<file path="src/rtl/alu_share_arb.sv">
// alu_share_arb: arbiter and two-stage issue sequencer that lets two requesters
// share one combinational ALU.
//   Requester 0 is the execute stage. Requester 1 is the address-generation and
//   set-compare helper.
//   Ports:
//     clk, rst_n             clock and asynchronous active-low reset
//     flush                  synchronous kill of all in-flight operations
//     reqX_valid/op/a/b      request payload for requester X
//     req0_lock              requester 0 keeps priority for back-to-back ops
//     reqX_ready             combinational grant; accept = valid & ready
//     alu_op/alu_a/alu_b     registered issue-stage (S1) drive into the ALU
//     alu_result/alu_flag    combinational ALU return, captured into S2
//     rsp_valid/id/result/flag  registered response (S2), one pulse per op
//     busy                   S1 or S2 occupied
module alu_share_arb #(
    parameter int unsigned WIDTH = 16,
    parameter int unsigned OPW   = 4
) (
    input  logic             clk,
    input  logic             rst_n,
    input  logic             flush,
    input  logic             req0_valid,
    input  logic [OPW-1:0]   req0_op,
    input  logic [WIDTH-1:0] req0_a,
    input  logic [WIDTH-1:0] req0_b,
    input  logic             req0_lock,
    output logic             req0_ready,
    input  logic             req1_valid,
    input  logic [OPW-1:0]   req1_op,
    input  logic [WIDTH-1:0] req1_a,
    input  logic [WIDTH-1:0] req1_b,
    output logic             req1_ready,
    output logic [OPW-1:0]   alu_op,
    output logic [WIDTH-1:0] alu_a,
    output logic [WIDTH-1:0] alu_b,
    input  logic [WIDTH-1:0] alu_result,
    input  logic             alu_flag,
    output logic             rsp_valid,
    output logic             rsp_id,
    output logic [WIDTH-1:0] rsp_result,
    output logic             rsp_flag,
    output logic             busy
);

    logic             gnt0_c;
    logic             gnt1_c;
    logic             rr_q;
    logic             rr_d;

    logic             s1_valid_q;
    logic             s1_valid_d;
    logic             s1_id_q;
    logic             s1_id_d;
    logic [OPW-1:0]   s1_op_q;
    logic [OPW-1:0]   s1_op_d;
    logic [WIDTH-1:0] s1_a_q;
    logic [WIDTH-1:0] s1_a_d;
    logic [WIDTH-1:0] s1_b_q;
    logic [WIDTH-1:0] s1_b_d;

    logic             rsp_valid_q;
    logic             rsp_valid_d;
    logic             rsp_id_q;
    logic             rsp_id_d;
    logic [WIDTH-1:0] rsp_result_q;
    logic [WIDTH-1:0] rsp_result_d;
    logic             rsp_flag_q;
    logic             rsp_flag_d;

    // Grant: a lone requester wins; on contention rr_q picks; nothing during flush.
    always_comb begin
        gnt0_c = 1'b0;
        gnt1_c = 1'b0;
        if (!flush) begin
            if (req0_valid && req1_valid) begin
                gnt0_c = ~rr_q;
                gnt1_c = rr_q;
            end else begin
                gnt0_c = req0_valid;
                gnt1_c = req1_valid;
            end
        end
    end

    // Pointer moves to the other requester, except requester 0 under lock keeps it.
    always_comb begin
        rr_d = rr_q;
        if (gnt0_c) begin
            rr_d = ~req0_lock;
        end else if (gnt1_c) begin
            rr_d = 1'b0;
        end
    end

    // Issue stage: an idle slot drives zeros, so the ALU computes ADD 0+0.
    always_comb begin
        s1_valid_d = gnt0_c | gnt1_c;
        s1_id_d    = 1'b0;
        s1_op_d    = '0;
        s1_a_d     = '0;
        s1_b_d     = '0;
        if (gnt0_c) begin
            s1_op_d = req0_op;
            s1_a_d  = req0_a;
            s1_b_d  = req0_b;
        end else if (gnt1_c) begin
            s1_id_d = 1'b1;
            s1_op_d = req1_op;
            s1_a_d  = req1_a;
            s1_b_d  = req1_b;
        end
    end

    // Response stage: capture the ALU output for a live S1 op unless flushed.
    always_comb begin
        rsp_valid_d  = s1_valid_q & ~flush;
        rsp_id_d     = rsp_id_q;
        rsp_result_d = rsp_result_q;
        rsp_flag_d   = rsp_flag_q;
        if (rsp_valid_d) begin
            rsp_id_d     = s1_id_q;
            rsp_result_d = alu_result;
            rsp_flag_d   = alu_flag;
        end
    end

    // State registers.
    always_ff @(posedge clk or negedge rst_n) begin
        if (!rst_n) begin
            rr_q         <= 1'b0;
            s1_valid_q   <= 1'b0;
            s1_id_q      <= 1'b0;
            s1_op_q      <= '0;
            s1_a_q       <= '0;
            s1_b_q       <= '0;
            rsp_valid_q  <= 1'b0;
            rsp_id_q     <= 1'b0;
            rsp_result_q <= '0;
            rsp_flag_q   <= 1'b0;
        end else begin
            rr_q         <= rr_d;
            s1_valid_q   <= s1_valid_d;
            s1_id_q      <= s1_id_d;
            s1_op_q      <= s1_op_d;
            s1_a_q       <= s1_a_d;
            s1_b_q       <= s1_b_d;
            rsp_valid_q  <= rsp_valid_d;
            rsp_id_q     <= rsp_id_d;
            rsp_result_q <= rsp_result_d;
            rsp_flag_q   <= rsp_flag_d;
        end
    end

    assign req0_ready = gnt0_c;
    assign req1_ready = gnt1_c;
    assign alu_op     = s1_op_q;
    assign alu_a      = s1_a_q;
    assign alu_b      = s1_b_q;
    assign rsp_valid  = rsp_valid_q;
    assign rsp_id     = rsp_id_q;
    assign rsp_result = rsp_result_q;
    assign rsp_flag   = rsp_flag_q;
    assign busy       = s1_valid_q | rsp_valid_q;

endmodule

</file>
<file path="config.mk">
export PLATFORM = sky130hd
export DESIGN_NAME = alu_share_arb
export DESIGN_NICKNAME = d
export VERILOG_FILES = /design/src/rtl/alu_share_arb.sv
export SDC_FILE = /design/constraint.sdc
export NUM_CORES = 1
export LEC_CHECK = 0
export ABC_CLOCK_PERIOD_IN_PS = 3300
export CAP_MARGIN = 0
export CORE_MARGIN = 5
export CORE_UTILIZATION = 38
export DETAILED_ROUTE_END_ITERATION = 8
export GPL_ROUTABILITY_DRIVEN = 0
export GPL_TIMING_DRIVEN = 0
export PLACE_DENSITY = 0.95
export SLEW_MARGIN = 25
export SYNTH_ARGS = -nofsm -noshare
export SYNTH_HDL_FRONTEND = slang
export SYNTH_SLANG_ARGS = --single-unit
</file>
<file path="constraint.sdc">
create_clock -name clk -period 3.3 [get_ports clk]
set_input_delay 0.33 -clock clk [delete_from_list [all_inputs] [get_ports clk]]
set_output_delay 0.33 -clock clk [all_outputs]
set_load 0.01 [all_outputs]
</file>
Yosys cells after proc, flatten, opt, wreduce, memory -nomap -nowiden --
Cells that the tools add are included.
Storage, ports and cells: word-level logic and storage cells 32, input bits 95, bits in registers 58
Operators by class: reductions and logical operators 2, muxes and demuxes 14, bitwise operators 6
Operators by type and width (number):
- two-way mux 16 bit | 4
- two-way mux 1 bit | 8
- two-way mux 4 bit | 2
- NOT 1 bit | 3
- bitwise OR 1 bit | 2
- nonzero test 2 bit | 1
- AND 1 bit | 1
- logical AND 1 bit | 1

Longest topological paths before layout --
word-level depth 5, gate-level depth with buffers 5, depth with buffers taken out 3

Least setup slack after synthesis --
No wires, ideal clock.
kind input-to-output, from input port req1_valid, to output port req0_ready, data arrival time 1086 ps, path buffers 2, slack 1884 ps, required time 2970 ps, cell stages on the path 4, path through clkbuf_1 -> a21boi_4 -> buf_2 -> and2_1
Between the ends: word-level cells in the longest chain between the ends 3
Ends and longest elaborated chain:
- start, declared | RTL line 28 | input logic req1_valid,
- logical AND 1 bit | RTL line 75 | if (req0_valid && req1_valid) begin
- two-way mux 1 bit | RTL line 75
- two-way mux 1 bit | RTL line 74 | if (!flush) begin
- end, declared | RTL line 27 | output logic req0_ready,
Every way passes these cells.

Worst setup path after layout --
from input port req0_valid, to output port req0_ready
Between the ends: word-level cells in the longest chain between the ends 3
Ends and longest elaborated chain:
- start, declared | RTL line 22 | input logic req0_valid,
- logical AND 1 bit | RTL line 75
- two-way mux 1 bit * | RTL line 75
- two-way mux 1 bit * | RTL line 74
Mark *: on every way between the ends. The rest lies on a longest branch, timed or not.

==> metrics.cfg <==
[outcome]
status=completed

[timing]
fmax_mhz=394
worst_slew_pin_slew_ns=0.460
fin_crit_sh_pct=76.9
finalHoldViolations=0
finalCriticalPeriod_ns=2.54
slew_headroom_pct=69.4
rsz0062_at_grt=false
maxSlewViolCount=0
setup_viol=0
skew_ns=0.00395
final.setup.tns_ns=0

[power_and_ir_drop]
clockPowerShare_pct=35.0
p_leak_nw=1.73
peakVddDrop_mv=0.305
switchingPower_uw=491
internal_power_mw=1.50
power_frac_comb_pct=24.1
p_per_area_nw_per_um2=482
p_seq_share_pct=40.9
switching_share_pct=24.6

[final_layout]
drive_gt1_share_pct=13.8
n_antenna_cell=0
layout.nets=438
areaGrowthSynthToFinish_pct=81.4
fin_cells=423

[synthesis]
netlist.area_leader.share_pct=63.6
synth_cell_types=16
yosysMostFrequentCell=dfrtp_1
synthArstFlopShare_pct=100
ys_seq_area_share_pct=63.6
syn_nets=274
netlist_top_cells_area=dfrtp_1, a32oi_1, mux2_2
synth_cells=179
synth_top_area_cell=dfrtp_1
avgSynthCellArea_um2=12.8
synth_area_um2=2280
synth_edf_count=0
synth-seq-cells=58
synthTopCellsByCount=dfrtp_1, nor2_1, a32oi_1
synth_ff_type=dfrtp_1
ys_warn_count=0

[critical_path]
critPathTopFamily=buffers and inverters
endpoint_kind=output port
cp_max_fo=10
critPathKind=input pin to output port
crit_required_ns=2.97
critPathSlowestCell=clkdlybuf4s50_1
crit_buf_inv=3
cp-start-kind=input pin
worst_ep_arrival_time_ns=2.21
path_cells=clkdlybuf4s50_1, a21boi_4, buf_2, and2_1, clkdlybuf4s50_1
critPathMaxStageDelay_ns=0.56
cp_common_cell=clkdlybuf4s50_1

[routing]
drc_errors=0
drtIter0Drc=64
vias_per_cell=4.90
routedWlPerCell_um=16.5
first_pass_iters=4
final_antenna_net_count=0
vias=2072
wl_um=6990

[grt]
grt_usage_pct=18.6
grt_max_degree=54
grt_pass1_vias=2329
antenna_found_initial=0
gr-total-overflow=0
grt_pass1_wl_um=10900

[clock_network]
cts-resized-gates=0
path_clk_slew_ns=0.07
clock_latency_ns=0.32
cts_tree=built
cts-root-buf=clkbuf_8
cts_hold_buf=1
htree_levels=3
clock_sinks=58
clock_path_buffers=2
postCtsSetupBuffers=0
numCtsBuffers=9

[place]
portBuffers=151
place_hpwl_um=5520
dp_cells=406

[floorplan]
start_util_pct=38.8
die_area_um2=7660
row_count=28
fp.dieH_um=87.5
core_area_um2=5890
ios=153
die_w_um=87.5

[hold_path]
hold_path.class=input pin to async pin

[run]
cap_violations=0

## registers in the layout, summed over array words and instances (netlist names)
signal / count
alu_a: 16
alu_b: 16
s1_valid_q: 1
s1_id_q: 1
alu_op: 4
rsp_valid: 1
rsp_result: 16
rsp_id: 1
rsp_flag: 1
rr_q: 1
## final timing paths
kind	from	to	slack, ns	depth (start not counted)
setup / recovery	req0_valid	req0_ready	0.76	5
hold / removal	rst_n	rsp_flag$_DFFE_PN0P_	0.36	2
setup reg to reg	rr_q$_DFFE_PN0P_	alu_a[12]$_DFF_PN0_	1.93	5
hold reg to reg	s1_id_q$_DFF_PN0_	rsp_id$_DFFE_PN0P_	0.48	1
max in group asynchronous	rst_n	alu_b[5]$_DFF_PN0_	2.49	3
min in group clk	s1_id_q$_DFF_PN0_	rsp_id$_DFFE_PN0P_	0.48	1
## per-layer routing
| metal | wire length [um] | global-route usage [%] | up-vias |
|---|---|---|---|
| met2 | 3510 | 32.9 | 102 |
| met4 | 120 | 6.97 | 0 |
| met1 | 2650 | 20.2 | 967 |
| met5 | 0 | 0 | - |
| met3 | 715 | 6.91 | 15 |
| li1 | - | - | 988 |
## through the flow
step                worst slack [ns]  hold slack [ns]  utilization, %  instance area (um2)  power [mW]
global placement               0.217            0.457            66.1                 3890        1.29
global route                   0.647            0.353            70.4                 4140        2.09
detailed placement             0.742            0.156            66.5                 3910        1.32
CTS                            0.744            0.347            70.4                 4140        2.02
finish                         0.762            0.359            70.4                 4140        1.99
floorplan                       1.88           0.0344               -                 2280       0.997
## cell families after synthesis
logic type / after synthesis / synth area share (%)
buffers and inverters: 19 / 4.22
multiplexers: 18 / 8.88
flip-flops: 58 / 63.6
AND/OR/NAND/NOR: 44 / 7.89
AO/OA/AOI/OAI: 40 / 15.5
## layout make-up
class	instances	area, um2
plain buffers	18	92.6
clock buffers	9	124
clock inverters	7	93.8
fillers	440	1740
inverters	1	3.75
multi-input cells	102	736
flip-flops and latches	58	1450
well taps	75	93.8
repair buffers	153	1550
## placed cells by master, fill, tap and decap left out, drive strengths merged
cell             n
a21oi            2
dlygate4sd3      1
and2             1
a32oi           36
a22o             1
nor2b            1
bufinv           2
clkbuf          17
buf             12
inv              1
mux2            18
clkinv           3
clkdlybuf4s50  150
nor2            38
clkinvlp         2
dfrtp           58
nand2b           1
a21boi           1
and3             2
or2              1
## power groups by stage
| stage | logic [mW] | registers (mW) | clock network, mW |
|---|---|---|---|
| final | 0.480 | 0.815 | 0.699 |
| after global routing | 0.519 | 0.823 | 0.750 |
| after CTS | 0.488 | 0.816 | 0.719 |
| after detailed placement | 0.486 | 0.830 | 0 |
| after global placement | 0.469 | 0.824 | 0 |
| after floorplan | 0.134 | 0.863 | 0 |
Note: power is estimated with default switching activity, not from simulation.
